===== src/rtl/register_bus_reader_pkg.sv =====
// ============================================================================
//  Module      : register_bus_reader_pkg
//  Description : Shared definitions for the register bus reader.
//                - Sequencer state encoding.
//                - All-ones idle chip-select pattern.
//                  It is sliced to NrOfSlots by each user.
//  Revision    : 1.0 - initial release
// ============================================================================
`default_nettype none

package register_bus_reader_pkg;

    typedef enum logic [1:0] {
        ST_IDLE   = 2'd0,
        ST_SELECT = 2'd1,
        ST_RESP   = 2'd2
    } state_t;

    // Wide enough for the largest supported ring (16 slots).
    localparam logic [15:0] CS_IDLE = 16'hFFFF;

endpackage

`default_nettype wire


===== src/rtl/register_bus_reader_if.sv =====
// ============================================================================
//  Module      : register_bus_reader_if
//  Description : Request / bus / response signals of the register bus reader.
//                - slave  : the reader itself.
//                - master : the requesting controller together with the
//                           bus-attached slots.
//                Ports    : ClockEnable, Tick, ReqValid, ReqAddr, ReqBurst,
//                           ReqReady, Abort, Bus, Cs, RspValid, RspData,
//                           RspAddr, RspLast, RspErr, RspReady, Busy
//  Revision    : 1.0 - initial release
// ============================================================================
`default_nettype none

interface register_bus_reader_if #(
    parameter int NrOfBits  = 8,
    parameter int NrOfSlots = 4,
    parameter int AddrBits  = 2
) ();

    logic                 ClockEnable;
    logic                 Tick;
    logic                 ReqValid;
    logic [AddrBits-1:0]  ReqAddr;
    logic                 ReqBurst;
    logic                 ReqReady;
    logic                 Abort;
    logic [NrOfBits-1:0]  Bus;
    logic [NrOfSlots-1:0] Cs;
    logic                 RspValid;
    logic [NrOfBits-1:0]  RspData;
    logic [AddrBits-1:0]  RspAddr;
    logic                 RspLast;
    logic                 RspErr;
    logic                 RspReady;
    logic                 Busy;

    modport slave (
        input  ClockEnable, Tick, ReqValid, ReqAddr, ReqBurst, Abort, Bus, RspReady,
        output ReqReady, Cs, RspValid, RspData, RspAddr, RspLast, RspErr, Busy
    );

    modport master (
        output ClockEnable, Tick, ReqValid, ReqAddr, ReqBurst, Abort, Bus, RspReady,
        input  ReqReady, Cs, RspValid, RspData, RspAddr, RspLast, RspErr, Busy
    );

endinterface

`default_nettype wire


===== src/rtl/register_bus_reader_slot_decoder.sv =====
// ============================================================================
//  Module      : reader_slot_decoder
//  Description : Combinational active-low one-hot slot decoder.
//                - With i_en low the output is all ones.
//                - Addresses that do not match any slot also give all ones.
//                Ports    : i_addr, i_en, o_cs_n
//  Revision    : 1.0 - initial release
// ============================================================================
`default_nettype none

module reader_slot_decoder #(
    parameter int NrOfSlots = 4,
    parameter int AddrBits  = 2
) (
    input  wire logic [AddrBits-1:0]  i_addr,
    input  wire logic                 i_en,
    output logic      [NrOfSlots-1:0] o_cs_n
);

    for (genvar g = 0; g < NrOfSlots; g++) begin : g_slot
        assign o_cs_n[g] = ~(i_en && (i_addr == AddrBits'(g)));
    end

endmodule

`default_nettype wire


===== src/rtl/register_bus_reader.sv =====
// ============================================================================
//  Module      : register_bus_reader
//  Description : Read sequencer for the shared tri-state register bus.
//                - Selects one slot (Cs active low).
//                - Waits SettleCycles qualified steps, then samples Bus.
//                - Returns the data over a valid/ready response port.
//                - Supports single reads and full-ring burst scans.
//                Ports    : Clock, Reset (async, active high),
//                           bus_if (register_bus_reader_if.slave)
//  Revision    : 1.0 - initial release
// ============================================================================
`default_nettype none

module register_bus_reader
    import register_bus_reader_pkg::*;
#(
    parameter int NrOfBits     = 8,
    parameter int NrOfSlots    = 4,
    parameter int AddrBits     = 2,
    parameter int SettleCycles = 1
) (
    input  wire logic             Clock,
    input  wire logic             Reset,
    register_bus_reader_if.slave  bus_if
);

    localparam logic [NrOfSlots-1:0] c_cs_idle     = CS_IDLE[NrOfSlots-1:0];
    localparam logic [4:0]           c_slots       = 5'(NrOfSlots);
    localparam logic [3:0]           c_settle_last = 4'(SettleCycles - 1);
    localparam logic [AddrBits-1:0]  c_last_slot   = AddrBits'(NrOfSlots - 1);
    localparam int unsigned          c_nslots      = NrOfSlots;

    state_t                r_state;
    logic [NrOfSlots-1:0]  r_cs;
    logic                  r_rsp_valid;
    logic [NrOfBits-1:0]   r_rsp_data;
    logic [AddrBits-1:0]   r_rsp_addr;
    logic                  r_rsp_last;
    logic                  r_rsp_err;
    logic                  r_busy;
    logic                  r_req_ready;
    logic [AddrBits-1:0]   r_cur;
    logic [4:0]            r_remaining;
    logic [3:0]            r_settle;

    logic                  w_step;
    logic                  w_req_in_range;
    logic [AddrBits-1:0]   w_next_cur;
    logic [AddrBits-1:0]   w_dec_addr;
    logic                  w_dec_en;
    logic [NrOfSlots-1:0]  w_cs_dec;

    assign w_step         = bus_if.ClockEnable & bus_if.Tick;
    assign w_req_in_range = 32'(bus_if.ReqAddr) < c_nslots;
    assign w_next_cur     = (r_cur == c_last_slot) ? '0 : r_cur + 1'b1;

    // One decoder serves both select points: the requested slot while idle,
    // the following ring slot while a burst response is outstanding.
    assign w_dec_addr = (r_state == ST_IDLE) ? bus_if.ReqAddr : w_next_cur;
    assign w_dec_en   = (r_state == ST_IDLE) ? w_req_in_range : 1'b1;

    reader_slot_decoder #(
        .NrOfSlots (NrOfSlots),
        .AddrBits  (AddrBits)
    ) u_decoder (
        .i_addr (w_dec_addr),
        .i_en   (w_dec_en),
        .o_cs_n (w_cs_dec)
    );

    always_ff @(posedge Clock or posedge Reset) begin
        if (Reset) begin
            r_state     <= ST_IDLE;
            r_cs        <= c_cs_idle;
            r_rsp_valid <= 1'b0;
            r_rsp_data  <= '0;
            r_rsp_addr  <= '0;
            r_rsp_last  <= 1'b0;
            r_rsp_err   <= 1'b0;
            r_busy      <= 1'b0;
            r_req_ready <= 1'b1;
            r_cur       <= '0;
            r_remaining <= '0;
            r_settle    <= '0;
        end else if (bus_if.Abort) begin
            // Abort wins over acceptance and the handshake. RspData is kept.
            r_state     <= ST_IDLE;
            r_cs        <= c_cs_idle;
            r_rsp_valid <= 1'b0;
            r_rsp_last  <= 1'b0;
            r_busy      <= 1'b0;
            r_req_ready <= 1'b1;
        end else begin
            unique case (r_state)
                ST_IDLE: begin
                    if (w_step && bus_if.ReqValid) begin
                        r_cur       <= bus_if.ReqAddr;
                        r_remaining <= bus_if.ReqBurst ? c_slots : 5'd1;
                        r_settle    <= '0;
                        r_busy      <= 1'b1;
                        r_req_ready <= 1'b0;
                        if (w_req_in_range) begin
                            r_cs    <= w_cs_dec;
                            r_state <= ST_SELECT;
                        end else begin
                            // Out-of-range slot: one error response, no select.
                            r_rsp_data  <= '0;
                            r_rsp_addr  <= bus_if.ReqAddr;
                            r_rsp_last  <= 1'b1;
                            r_rsp_err   <= 1'b1;
                            r_rsp_valid <= 1'b1;
                            r_state     <= ST_RESP;
                        end
                    end
                end

                ST_SELECT: begin
                    if (w_step) begin
                        if (r_settle == c_settle_last) begin
                            r_rsp_data  <= bus_if.Bus;
                            r_rsp_addr  <= r_cur;
                            r_rsp_last  <= (r_remaining == 5'd1);
                            r_rsp_err   <= 1'b0;
                            r_rsp_valid <= 1'b1;
                            r_cs        <= c_cs_idle;
                            r_state     <= ST_RESP;
                        end else begin
                            r_settle <= r_settle + 4'd1;
                        end
                    end
                end

                ST_RESP: begin
                    // Handshake is not step-gated. Cs stays idle for the whole
                    // response, giving break-before-make between slots.
                    if (r_rsp_valid && bus_if.RspReady) begin
                        r_rsp_valid <= 1'b0;
                        if (r_rsp_last) begin
                            r_state     <= ST_IDLE;
                            r_busy      <= 1'b0;
                            r_req_ready <= 1'b1;
                        end else begin
                            r_cur       <= w_next_cur;
                            r_remaining <= r_remaining - 5'd1;
                            r_settle    <= '0;
                            r_cs        <= w_cs_dec;
                            r_state     <= ST_SELECT;
                        end
                    end
                end

                default: begin
                    r_state     <= ST_IDLE;
                    r_cs        <= c_cs_idle;
                    r_rsp_valid <= 1'b0;
                    r_busy      <= 1'b0;
                    r_req_ready <= 1'b1;
                end
            endcase
        end
    end

    assign bus_if.Cs       = r_cs;
    assign bus_if.RspValid = r_rsp_valid;
    assign bus_if.RspData  = r_rsp_data;
    assign bus_if.RspAddr  = r_rsp_addr;
    assign bus_if.RspLast  = r_rsp_last;
    assign bus_if.RspErr   = r_rsp_err;
    assign bus_if.Busy     = r_busy;
    assign bus_if.ReqReady = r_req_ready;

endmodule

`default_nettype wire


===== src/flat_wrapper.sv =====
// flat-port wrapper written by rule: the top's interface ports become plain ports
module register_bus_reader_flat import register_bus_reader_pkg::*;
#(
    parameter int NrOfBits     = 8,
    parameter int NrOfSlots    = 4,
    parameter int AddrBits     = 2,
    parameter int SettleCycles = 1
)
  (Clock, Reset, bus_if_ClockEnable, bus_if_Tick, bus_if_ReqValid, bus_if_ReqAddr, bus_if_ReqBurst, bus_if_Abort, bus_if_Bus, bus_if_RspReady, bus_if_ReqReady, bus_if_Cs, bus_if_RspValid, bus_if_RspData, bus_if_RspAddr, bus_if_RspLast, bus_if_RspErr, bus_if_Busy);
  register_bus_reader_if #(.NrOfBits(NrOfBits), .NrOfSlots(NrOfSlots), .AddrBits(AddrBits)) bus_if_i ();
  input  wire logic Clock;
  input  wire logic Reset;
  input wire logic [$bits(bus_if_i.ClockEnable)-1:0] bus_if_ClockEnable;
  input wire logic [$bits(bus_if_i.Tick)-1:0] bus_if_Tick;
  input wire logic [$bits(bus_if_i.ReqValid)-1:0] bus_if_ReqValid;
  input wire logic [$bits(bus_if_i.ReqAddr)-1:0] bus_if_ReqAddr;
  input wire logic [$bits(bus_if_i.ReqBurst)-1:0] bus_if_ReqBurst;
  input wire logic [$bits(bus_if_i.Abort)-1:0] bus_if_Abort;
  input wire logic [$bits(bus_if_i.Bus)-1:0] bus_if_Bus;
  input wire logic [$bits(bus_if_i.RspReady)-1:0] bus_if_RspReady;
  output wire logic [$bits(bus_if_i.ReqReady)-1:0] bus_if_ReqReady;
  output wire logic [$bits(bus_if_i.Cs)-1:0] bus_if_Cs;
  output wire logic [$bits(bus_if_i.RspValid)-1:0] bus_if_RspValid;
  output wire logic [$bits(bus_if_i.RspData)-1:0] bus_if_RspData;
  output wire logic [$bits(bus_if_i.RspAddr)-1:0] bus_if_RspAddr;
  output wire logic [$bits(bus_if_i.RspLast)-1:0] bus_if_RspLast;
  output wire logic [$bits(bus_if_i.RspErr)-1:0] bus_if_RspErr;
  output wire logic [$bits(bus_if_i.Busy)-1:0] bus_if_Busy;
  assign bus_if_i.ClockEnable = bus_if_ClockEnable;
  assign bus_if_i.Tick = bus_if_Tick;
  assign bus_if_i.ReqValid = bus_if_ReqValid;
  assign bus_if_i.ReqAddr = bus_if_ReqAddr;
  assign bus_if_i.ReqBurst = bus_if_ReqBurst;
  assign bus_if_i.Abort = bus_if_Abort;
  assign bus_if_i.Bus = bus_if_Bus;
  assign bus_if_i.RspReady = bus_if_RspReady;
  assign bus_if_ReqReady = bus_if_i.ReqReady;
  assign bus_if_Cs = bus_if_i.Cs;
  assign bus_if_RspValid = bus_if_i.RspValid;
  assign bus_if_RspData = bus_if_i.RspData;
  assign bus_if_RspAddr = bus_if_i.RspAddr;
  assign bus_if_RspLast = bus_if_i.RspLast;
  assign bus_if_RspErr = bus_if_i.RspErr;
  assign bus_if_Busy = bus_if_i.Busy;
  register_bus_reader #(.NrOfBits(NrOfBits), .NrOfSlots(NrOfSlots), .AddrBits(AddrBits), .SettleCycles(SettleCycles)) u_core (.Clock(Clock), .Reset(Reset), .bus_if(bus_if_i));
endmodule

===== config.mk =====
export PLATFORM = sky130hd
export DESIGN_NAME = register_bus_reader_flat
export DESIGN_NICKNAME = d
export VERILOG_FILES = /design/src/rtl/register_bus_reader_pkg.sv /design/src/rtl/register_bus_reader_if.sv /design/src/rtl/register_bus_reader_slot_decoder.sv /design/src/rtl/register_bus_reader.sv /design/src/flat_wrapper.sv
export SDC_FILE = /design/constraint.sdc
export NUM_CORES = 1
export LEC_CHECK = 0
export ABC_AREA = 1
export BUFFER_PORTS_ARGS = -buffer_cell sky130_fd_sc_hd__buf_2
export CELL_PAD_IN_SITES_DETAIL_PLACEMENT = 0
export CELL_PAD_IN_SITES_GLOBAL_PLACEMENT = 1
export CORE_ASPECT_RATIO = 1.2
export CORE_MARGIN = 2
export CORE_UTILIZATION = 40
export CTS_CLUSTER_SIZE = 25
export DETAILED_ROUTE_END_ITERATION = 7
export PLACE_DENSITY = 0.87
export SLEW_MARGIN = 20
export SYNTH_ARGS = -nofsm -noshare
export SYNTH_HDL_FRONTEND = slang
export SYNTH_SLANG_ARGS = --single-unit

===== constraint.sdc =====
create_clock -name Clock -period 2.45 [get_ports Clock]
set_input_delay 0.49 -clock Clock [delete_from_list [all_inputs] [get_ports Clock]]
set_output_delay 0.49 -clock Clock [all_outputs]
set_load 0.05 [all_outputs]

Word level (Yosys, flattened, before mapping)

Cells that the tools add are included.

Register bits after elaboration: 31
Bits of input ports: 18
Output and inout bits: 19
Logic and storage cells: 108

$add $sub $neg: 3
Equal/unequal tests: 20
Multiplexer cells: 50
Bitwise logic cells: 6
Reduce and logical (&&, ||, !) cells: 18

Operators with widths:

| cell                | count |
|---|---|
| $mux 4              | 11 |
| $pmux 4 s3          | 2 |
| $mux 2              | 10 |
| $mux 1              | 17 |
| $reduce_and 4->1    | 4 |
| $mux 5              | 3 |
| $ne 3x2->1 const B  | 4 |
| $ne 2x2->1 const B  | 5 |
| $pmux 5 s2          | 1 |
| $reduce_and 5->1    | 2 |
| $pmux 1 s3          | 3 |
| $eq 2x2->1 const B  | 4 |
| $reduce_bool 2->1   | 4 |
| $reduce_and 7->1    | 1 |
| $ne 3x3->1 const B  | 2 |
| $pmux 2 s3          | 1 |
| $eq 5x1->1 const B  | 1 |
| $not 1->1           | 5 |
| $sub 5x1->5 const B | 1 |
| $add 4x1->4 const B | 1 |
| $eq 2x1->1 const B  | 2 |
| $logic_not 2->1     | 2 |
| $logic_not 4->1     | 1 |
| $ne 2x1->1 const B  | 2 |
| 7 further kinds     | 8 |

Depth between registers and ports, before layout

Depth after elaboration: 9
Depth in mapped cells: 8
Mapped depth without buffers: 8

Hierarchy

Synthesis repeated with hierarchy kept, for this count alone.

Cells, all modules: 228
Area total of the unflattened synthesis: 1731.7 um2

By module, submodules not included:

| module              | times used | cells an instance | area each (um2) | sequential area each (um2) |
|---|---|---|---|---|
| register_bus_reader | 1          | 221               | 1701.6          | 782.0 |
| reader_slot_decoder | 1          | 7                 | 30.0            | 0.0 |

Least setup slack after synthesis

No wires, ideal clock.

Path type: register to register
Start point: register u_core.r_rsp_valid (netlist: u_core.bus_if.RspValid)
End point: register u_core.r_remaining[1]
Library setup time: 0.121 ns
Arrival time: 1.370 ns
Data required time: 2.329 ns
Slack: 0.959 ns
Stages on the path, launching flop included: 8
Buffers on the path: 0
Clock period less this slack: 1.491 ns
Cell sequence: dfrtp_1 nand2_1 nor2_1 nor2_4 nor2_8 nand2_4 nand2_1 o21ai_1

Cells in the longest elaborated chain, start to end: 3

RTL lines:

| item                              | RTL line                   | text |
|---|---|---|
| start: declaration                | register_bus_reader.sv:35  | `logic r_rsp_valid;` |
| start signal: assignment          | register_bus_reader.sv:75  | `r_rsp_valid <= 1'b0;` |
| start signal: assignment          | register_bus_reader.sv:89  | `r_rsp_valid <= 1'b0;` |
| start signal: assignment          | register_bus_reader.sv:111 | `r_rsp_valid <= 1'b1;` |
| $logic_and 1x1->1                 | register_bus_reader.sv:136 | `if (r_rsp_valid && bus_if.RspReady) begin` |
| $ne 2x1->1 (no source line)       | -                          |  |
| $reduce_and 5->1 (no source line) | -                          |  |
| end signal: assignment            | register_bus_reader.sv:98  | `r_remaining <= bus_if.ReqBurst ? c_slots : 5'd1;` |
| end signal: assignment            | register_bus_reader.sv:144 | `r_remaining <= r_remaining - 5'd1;` |
| end: declaration                  | register_bus_reader.sv:43  | `logic [4:0] r_remaining;` |

Every way passes these cells.
A chain may end at the register's enable or synchronous reset.

Worst setup path in the final report

Start point: register u_core.r_settle[0]
End point: register u_core.r_rsp_addr[0] (netlist: u_core.bus_if.RspAddr[0])

Cells in the longest elaborated chain, start to end: 2

RTL lines:

| item                              | RTL line                   | text |
|---|---|---|
| start: declaration                | register_bus_reader.sv:44  | `logic [3:0] r_settle;` |
| start signal: assignment          | register_bus_reader.sv:128 | `r_settle <= r_settle + 4'd1;` |
| $logic_not 4->1                   | register_bus_reader.sv:119 | `if (r_settle == c_settle_last) begin` |
| $reduce_and 4->1 (no source line) | -                          |  |
| end signal: assignment            | register_bus_reader.sv:108 | `r_rsp_addr <= bus_if.ReqAddr;` |
| end signal: assignment            | register_bus_reader.sv:121 | `r_rsp_addr <= r_cur;` |
| end: declaration                  | register_bus_reader.sv:37  | `logic [AddrBits-1:0] r_rsp_addr;` |

Every way passes these cells.

==> flow_summary.toml <==
[clock_network]
cts_tree = "done"
cts-resized-gates = 0
clockBufferDepth = 2
post_cts_buffers = 0
root_buffer = "clkbuf_8"
numCtsBuffers = 5
cts_hold_buf = 0
htree_levels = 2
path_clk_slew_ns = 0.07
clkLatencyLatePin_ns = 0.28
clock-sinks = 31

[pwr]
p_leak_nw = 1.19
ir_worst_vdd_mv = 0.713
power_density_nw_per_um2 = 1270

[place]
dp_hpwl_mm = 2.80
port_buffers = 35
dp.cells = 329
place_congestion = 0.783

[floorplan]
start_util_pct = 41.4
die_area_um2 = 4930
dieHeight_um = 76.5
die_w_um = 64.4
num_rows = 26
core_area_um2 = 4230
io_pins = 37

[detailed_routing]
dr.pass1.iters = 4
vias = 1560
drc = 0
antenna_left = 0
wl_per_cell_um = 11.0
routed_wl_mm = 3.70
drt_iter0_drc = 83
vias_per_cell = 4.63

[synthesis]
synth_area_um2 = 1750
synth.ff_latch_count = 31
synthMuxAreaShare_pct = 0
synth_top_family_by_area = "simple AND/OR/NAND/NOR gates"
yosys_warnings = 0
synth_compound_area_share_pct = 3.78
synthAdderAreaFrac_pct = 3.57
synth_edf_count = 0
ys_types = 27
synthFlopType = "dfrtp_1"
synth-xor-area-share_pct = 0.500
async_flop_share_pct = 100
synth-simple-area-share_pct = 41.2
avgSynthCellArea_um2 = 7.30
syn_nets = 263
synth_cells = 240
ys_seq_area_share_pct = 44.6

[critical_path]
cp_common_cell = "nand2_1"
path_delay_family = "simple AND/OR/NAND/NOR gates"
critPathMaxFanout = 13
cpMaxStageDelayCell = "dfrtp_1"
worstPathArrival_ns = 1.78
cp.depth = 8
critPathMaxStageDelay_ns = 0.42
startpoint_type = "register"
cp.required_ns = 2.61
cp_num_buf_inv = 2
end_kind = "register"
path_cells = "inv_1, ha_1, nand3_1, nor2_1, buf_4, nand2_1, nand2_1, o21ai_1"
critPathKind = "reg -> reg"
rr_worst_depth = 8

[worst_hold_path]
hold_class = "in -> async"

[sta]
rsz0062_at_grt = "false"
setup_viol = 0
min_period_ns = 1.62
hold_violations = 0
tns_ns = 0
drv_slew = 0
fin_worst_skew_ns = 0.00696
period_share_pct = 65.9
whs_ns = 0.273
clock.fmax_mhz = 619

[global_route]
grt_pass1_wl_mm = 6.43
antenna_found_initial = 0
track_usage_pct = 16.9
grt.overflow.total = 0
grt_pass1_vias = 1452
grt_start_max_net_pins = 32

[run_status]
status = "complete, no violations"

[finish]
diodes = 0
syn2layout_area_growth_pct = 20.3
final_nets = 303
layout-drive-gt1-share_pct = 23.1
fin_cells = 337

[run]
cap_violations = 0
-- kinds of logic (layout without fill, tap and decap cells) --
kind of cell,count (synthesis),in the layout
and+or+nand+nor,162,162
DFF,31,31
buffers and inverters,27,68
xor gates and xnor gates,1,1
other,1,1
AOI/OAI and AO/OA,13,13
adders and majority gates,5,5
-- cells in the mapped netlist (2+ instances only) --
| cell type | n | area [um2] |
|---|---|---|
| nand2_1 | 100 | 375 |
| nand3_1 | 29 | 145 |
| dfrtp_1 | 26 | 651 |
| inv_1 | 19 | 71.3 |
| nor2_1 | 19 | 71.3 |
| o21ai_0 | 8 | 40.0 |
| dfstp_2 | 5 | 131 |
| ha_1 | 5 | 62.6 |
| inv_2 | 4 | 15.0 |
| nand2_2 | 3 | 18.8 |
| o21ai_1 | 3 | 15.0 |
| buf_2 | 2 | 10.0 |
| nand2_4 | 2 | 22.5 |
| nor2_2 | 2 | 12.5 |
-- tightest hold or removal path, delay by kind of cell --
| family | cells | cell delay (ns) |
|---|---|---|
| buffers and inverters | 3 | 0.49 |
-- worst paths after layout --
kind / slack (ns) / startpoint / end
worst max-delay path: 0.83 / u_core.r_settle[0] / u_core.bus_if.RspAddr[0]
worst min-delay path: 0.27 / Reset / u_core.bus_if.RspData[7]
worst max register to register: 0.83 / u_core.r_settle[0] / u_core.bus_if.RspAddr[0]
worst min register to register: 0.46 / u_core.bus_if.Cs[0] / u_core.bus_if.Cs[0]
max in group asynchronous: 1.85 / Reset / u_core.bus_if.Cs[0]
min in group Clock: 0.43 / bus_if_Bus[1] / u_core.bus_if.RspData[1]
-- metrics by stage --
| step | setup WS, ns | util [%] | power, W | instance area, um2 |
|---|---|---|---|---|
| 3_5_place_dp | 0.770 | 47.1 | 0.00217 | 1990 |
| 3_3_place_gp | 0.793 | 47.1 | 0.00216 | 1990 |
| 6_report | 0.835 | 49.9 | 0.00267 | 2110 |
| 4_1_cts | 0.804 | 49.9 | 0.00270 | 2110 |
| 2_1_floorplan | 0.959 | - | 0.00188 | 1750 |
| 5_1_grt | 0.578 | 49.9 | 0.00287 | 2110 |
-- cell usage in the layout, fill, tap and decap left out, drive strengths merged --
master  synthesis  layout
xnor2           1       1
o22ai           1       1
a21oi           1       1
clkbuf          1       6
nor2           23      23
conb            1       1
clkinv          0       1
nand3          30      30
ha              5       5
inv            23      23
nand3b          1       1
bufinv          0       1
buf             3      37
nand2         105     105
nand4           1       1
o21ai          11      11
dfrtp          26      26
dfstp           5       5
nor3            2       2
-- registers in the layout, indices dropped and copies added, names as in the netlist --
register                flops
u_core.bus_if.Busy          1
u_core.bus_if.Cs            4
u_core.bus_if.ReqReady      1
u_core.bus_if.RspAddr       2
u_core.bus_if.RspData       8
u_core.bus_if.RspLast       1
u_core.bus_if.RspValid      1
u_core.r_cur                2
u_core.r_remaining          5
u_core.r_settle             4
u_core.r_state              2
-- where the power goes --
part           switching, W  leakage (nW)  internal [W]  total (W)
clock network      0.000187        0.0612      0.000329   0.000516
registers          0.000134         0.396      0.000724   0.000858
logic              0.000964         0.734      0.000333    0.00130
-- per-layer routing --
layer	global-route usage [%]	share of wire [%]	vias to the layer above	wire length, um
met4	7.66	2.0	0	73
met3	4.73	4.1	6	152
li1	-	-	836	-
met5	0	0	-	0
met2	26.9	48	29	1770
met1	21.2	46	689	1700
-- layout make-up --
type / instances / area (um2)
sequential: 31 / 782
fill: 452 / 2120
clock inverter: 2 / 35.0
clock buffer: 6 / 82.6
timing repair buffer: 37 / 190
inverter: 23 / 86.3
multi-input combinational: 182 / 863
tap: 56 / 70.1
(Power assumes the default switching activity.)
